## src/rtl/mem_port_arbiter.sv

```systemverilog
// Shared instruction/data memory port arbiter for the 5-stage pipeline.
// Data requests have priority. When both stages keep requesting, grants
// alternate so that neither stage starves. Only one memory transaction is
// outstanding at a time. A watchdog ends a transaction with an error
// completion when memory does not answer within TIMEOUT busy cycles.
module mem_port_arbiter #(
  parameter int unsigned ADDR_W  = 32,
  parameter int unsigned DATA_W  = 32,
  parameter int unsigned TIMEOUT = 15
) (
  input  logic              clk,
  input  logic              rst,

  // fetch stage
  input  logic              if_request,
  input  logic [ADDR_W-1:0] if_address,
  output logic              if_valid,
  output logic [DATA_W-1:0] if_rdata,
  output logic              if_err,
  output logic              if_stall,

  // data-memory stage
  input  logic              dm_request,
  input  logic              dm_we_re,
  input  logic [3:0]        dm_mask,
  input  logic [ADDR_W-1:0] dm_address,
  input  logic [DATA_W-1:0] dm_wdata,
  output logic              dm_valid,
  output logic [DATA_W-1:0] dm_rdata,
  output logic              dm_err,
  output logic              dm_stall,

  // memory port
  output logic              mem_request,
  output logic              mem_we_re,
  output logic [3:0]        mem_mask,
  output logic [ADDR_W-1:0] mem_address,
  output logic [DATA_W-1:0] mem_wdata,
  input  logic              mem_valid,
  input  logic [DATA_W-1:0] mem_rdata
);

  // A zero-width counter is illegal, so a disabled timeout still gets one bit.
  localparam int unsigned CNT_W = (TIMEOUT == 0) ? 1 : $clog2(TIMEOUT + 1);

  typedef enum logic [1:0] {
    IDLE    = 2'd0,
    IF_BUSY = 2'd1,
    DM_BUSY = 2'd2
  } state_t;

  state_t             state, state_nx;
  logic               last_dm, last_dm_nx;
  logic [CNT_W-1:0]   cnt, cnt_nx;

  logic               mem_request_nx;
  logic               mem_we_re_nx;
  logic [3:0]         mem_mask_nx;
  logic [ADDR_W-1:0]  mem_address_nx;
  logic [DATA_W-1:0]  mem_wdata_nx;

  logic               busy;
  logic               timeout_hit;
  logic               done_ok;
  logic               done_tmo;
  logic               grant_dm;
  logic               grant_if;

  // Arbitration terms. A data request loses only when the fetch stage is
  // also waiting and the previous grant already went to data.
  always_comb begin
    busy        = (state != IDLE);
    timeout_hit = (TIMEOUT != 0) && (cnt == CNT_W'(TIMEOUT));
    done_ok     = busy && mem_valid;
    done_tmo    = busy && !mem_valid && timeout_hit;
    grant_dm    = (state == IDLE) && dm_request && (!if_request || !last_dm);
    grant_if    = (state == IDLE) && !grant_dm && if_request;
  end

  // State, arbitration history, watchdog and registered memory port.
  always_ff @(posedge clk or negedge rst) begin
    if (!rst) begin
      state       <= IDLE;
      last_dm     <= 1'b0;
      cnt         <= '0;
      mem_request <= 1'b0;
      mem_we_re   <= 1'b0;
      mem_mask    <= '0;
      mem_address <= '0;
      mem_wdata   <= '0;
    end else begin
      state       <= state_nx;
      last_dm     <= last_dm_nx;
      cnt         <= cnt_nx;
      mem_request <= mem_request_nx;
      mem_we_re   <= mem_we_re_nx;
      mem_mask    <= mem_mask_nx;
      mem_address <= mem_address_nx;
      mem_wdata   <= mem_wdata_nx;
    end
  end

  // Next-state logic: grants latch the winner's fields in the same edge,
  // completions (normal or timeout) drop the request and return to IDLE.
  always_comb begin
    state_nx        = state;
    last_dm_nx      = last_dm;
    cnt_nx          = cnt;
    mem_request_nx  = mem_request;
    mem_we_re_nx    = mem_we_re;
    mem_mask_nx     = mem_mask;
    mem_address_nx  = mem_address;
    mem_wdata_nx    = mem_wdata;

    case (state)
      IDLE: begin
        if (grant_dm) begin
          state_nx       = DM_BUSY;
          last_dm_nx     = 1'b1;
          cnt_nx         = '0;
          mem_request_nx = 1'b1;
          mem_we_re_nx   = dm_we_re;
          mem_mask_nx    = dm_mask;
          mem_address_nx = dm_address;
          mem_wdata_nx   = dm_wdata;
        end else if (grant_if) begin
          state_nx       = IF_BUSY;
          last_dm_nx     = 1'b0;
          cnt_nx         = '0;
          mem_request_nx = 1'b1;
          mem_we_re_nx   = 1'b0;
          mem_mask_nx    = 4'b1111;
          mem_address_nx = if_address;
          mem_wdata_nx   = '0;
        end
      end

      IF_BUSY, DM_BUSY: begin
        if (done_ok || done_tmo) begin
          state_nx       = IDLE;
          mem_request_nx = 1'b0;
        end else if (cnt != '1) begin
          // Saturation only matters with the timeout disabled.
          cnt_nx = cnt + CNT_W'(1);
        end
      end

      default: begin
        state_nx       = IDLE;
        mem_request_nx = 1'b0;
      end
    endcase
  end

  // Completion outputs route to the owner of the current transaction only.
  always_comb begin
    if_valid = 1'b0;
    if_err   = 1'b0;
    if_rdata = '0;
    dm_valid = 1'b0;
    dm_err   = 1'b0;
    dm_rdata = '0;

    if (state == IF_BUSY) begin
      if_valid = done_ok || done_tmo;
      if_err   = done_tmo;
      if (done_ok) begin
        if_rdata = mem_rdata;
      end
    end

    if (state == DM_BUSY) begin
      dm_valid = done_ok || done_tmo;
      dm_err   = done_tmo;
      if (done_ok && !mem_we_re) begin
        dm_rdata = mem_rdata;
      end
    end
  end

  // Stall indications for the hazard unit.
  always_comb begin
    if_stall = if_request && !if_valid;
    dm_stall = dm_request && !dm_valid;
  end

endmodule

```

## config.mk

```make
export PLATFORM = sky130hd
export DESIGN_NAME = mem_port_arbiter
export DESIGN_NICKNAME = d
export VERILOG_FILES = /design/src/rtl/mem_port_arbiter.sv
export SDC_FILE = /design/constraint.sdc
export NUM_CORES = 1
export LEC_CHECK = 0
export CORE_MARGIN = 4
export CORE_UTILIZATION = 30
export DETAILED_ROUTE_END_ITERATION = 12
export DONT_BUFFER_PORTS = 1
export PLACE_DENSITY = 0.52
export SYNTH_ARGS = -nofsm -noshare
export SYNTH_HDL_FRONTEND = slang
export SYNTH_SLANG_ARGS = --single-unit
```

## constraint.sdc

```tcl
create_clock -name clk -period 2.7 [get_ports clk]
set_input_delay 0.405 -clock clk [delete_from_list [all_inputs] [get_ports clk]]
set_output_delay 0.405 -clock clk [all_outputs]
set_load 0.1 [all_outputs]
```

==> metrics.txt <==
Hold Crit Class=primary input to flip-flop; initial antenna violation count=0; Cells after Synth=407; Yosys top cell area share=48.3%; most instantiated cells after synthesis=dfrtp_1 (77), and2_1 (43), o21ai_0 (37), nor2_1 (35); crit path DAT=2.12 ns; critical path fanouts, max=32; outcome=complete, no violations; area of the multi-input gates=1890 um2; Initial Util=31.1%; Ports=278; number of port buffers=0; syn avg cell area=9.80 um2; critical path required time=2.30 ns; clk root buf=clkbuf_16; #FFs+latches synth=77; share of layout cells above drive strength 1=30.2%; pin count of the biggest net entering global routing=78; maxcap violations=0; Post-Route Skew=0.00810 ns; final instance area=5900 um2; largest cells by area after synthesis=dfrtp_1 (48%), a22o_1 (7.5%), o2111ai_1 (7.5%); Detail Route Antenna Nets=0; Final Slew Violations=0; DR pass1 iterations=5; CTS Buffer Depth=2; DR vias=3540; Skew-Pair Late Insertion Delay=0.33 ns; Fmax=397 MHz; H-tree levels=3; Post-synth EDFFs=0; DRT Wirelength=14500 um; Synth-to-Final Area Change=47.9%; Startpoint Class=flip-flop; CP max-delay cell=dfrtp_1; Total GRT Usage=18.6%; number of CTS-inserted buffers=9; Num Clock Sinks=77; pre-CTS setup slack=0.492 ns; Post-DP HPWL=11100 um; RSZ-0062 raised after global routing=false; CP endpoint kind=output port; WL per Instance=22.8 um; Syn Std Cell Area=3990 um2; Register Area=1930 um2; RePlAce Congestion=0.789; setup bufs post-CTS=0; fill count=1179; Syn. warnings=0; Top FF cell, synth=dfrtp_1; Final period util=93.4%; number of antenna diodes=0; Final setup viols=0; post-route minimum period=2.52 ns; GR Overflow Total=0; dpl cell area=5570 um2; Setup WS post-layout=0.179 ns; Final Non-Filler Cells=636; CP peak stage delay=0.39 ns; Reg clk slew, reported paths=0.06 ns; Synth async-reset ratio=100%; first-pass GRT wire length=21700 um; CTS tree=done; syn nets=549; Least-Margin Pin Slew=0.985 ns; die area=15200 um2; Critical Path, Cell by Cell=inv_1 -> ha_1 -> nor4b_2 -> buf_4 -> and2_2 -> buf_12; critical path class=flip-flop to output port; vias in the first global route=3682; Die W=123 um; nets=601; top-count cell post-synth=dfrtp_1; Cell variety after synth=33; sequential element share of the synthesized area=48.3%; Residual DRC=0; placed cell count=618; Yosys top cell by area=dfrtp_1; Setup TNS Final=0 ns; Vias/cell=5.57; die height=123 um; Final Hold Viols=0; Max-slew headroom=34.3%; Rows=41; CORE AREA=12800 um2; DR iter-0 viols=265
cell usage in the layout, fill, tap and decap left out, drive strengths merged, types with 4 or more instances in the layout:
master   count
nand3        6
and2        67
o21ai       37
clkbuf      12
nor2        35
buf         83
and3         5
inv          8
dfrtp       77
a21oi        4
a31oi       32
o2111ai     34
a22o        34
ha           4
o22a         4
critical path, delay by kind of cell, from the launching register on:
| family | cells | cell delay, ns |
|---|---|---|
| flip-flops | 1 | 0.39 |
| AND/OR/NAND/NOR | 2 | 0.52 |
| adder cells (fa/ha/maj) | 1 | 0.30 |
| buffers and inverters | 3 | 0.58 |
registers in the layout, indices dropped and copies added, names as in the netlist:
signal	flops
mem_we_re	1
mem_mask	4
mem_address	32
mem_request	1
state	2
cnt	4
last_dm	1
mem_wdata	32
worst paths after layout:
kind	from	end	slack, ns	depth (start not counted)
setup / recovery	state[0]	dm_rdata[12]	0.18	6
hold reg to reg	state[0]	state[0]	0.55	1
max in group asynchronous	rst	cnt[2]	1.75	2
min in group asynchronous	rst	mem_wdata[25]	0.61	2
hold / removal	dm_wdata[6]	mem_wdata[6]	0.21	1
setup reg to reg	state[0]	state[0]	0.47	6
cell type report:
class,instances,area share (%)
Sequential cell,77,32.7
Multi-Input combinational cell,279,32.1
Timing Repair Buffer,84,26.1
Clock buffer,12,4.18
Tap cell,172,3.65
Clock inverter,4,0.806
Inverter,8,0.509
layer usage:
metal | share of wire [%] | track usage [%] | vias up
li1 | - | - | 1610
met1 | 33 | 20.5 | 1706
met2 | 51 | 30.9 | 205
met3 | 14 | 10.0 | 19
met4 | 1.7 | 5.81 | 0
met5 | 0 | 0 | -
logic make-up (layout without fill, tap and decap cells):
group | Yosys count | after routing | synth area share [%]
adders and majority gates | 4 | 4 | 1.26
AOI/OAI and AO/OA | 154 | 154 | 27.8
DFF | 77 | 77 | 48.3
buffers and inverters | 51 | 108 | 5.18
and+or+nand+nor | 121 | 121 | 17.4
metrics by stage:
stage	hold slack [ns]	utilization [%]
4_1_cts	0.190	46.0
3_5_place_dp	0.111	43.4
6_report	0.208	46.0
3_3_place_gp	0.111	43.4
5_1_grt	0.196	46.0
2_1_floorplan	0.109	-
timing repair:
item | CTS | global route
endpoints found under the setup margin | 0 | 0
hold buffers | 2 | 0
resized for setup | 0 | 0
endpoints found under the hold margin | 77 | 0
Power is left out: the tool's default activity adds up to more than one toggle a clock period on the data nets, which glitch-free logic cannot reach.
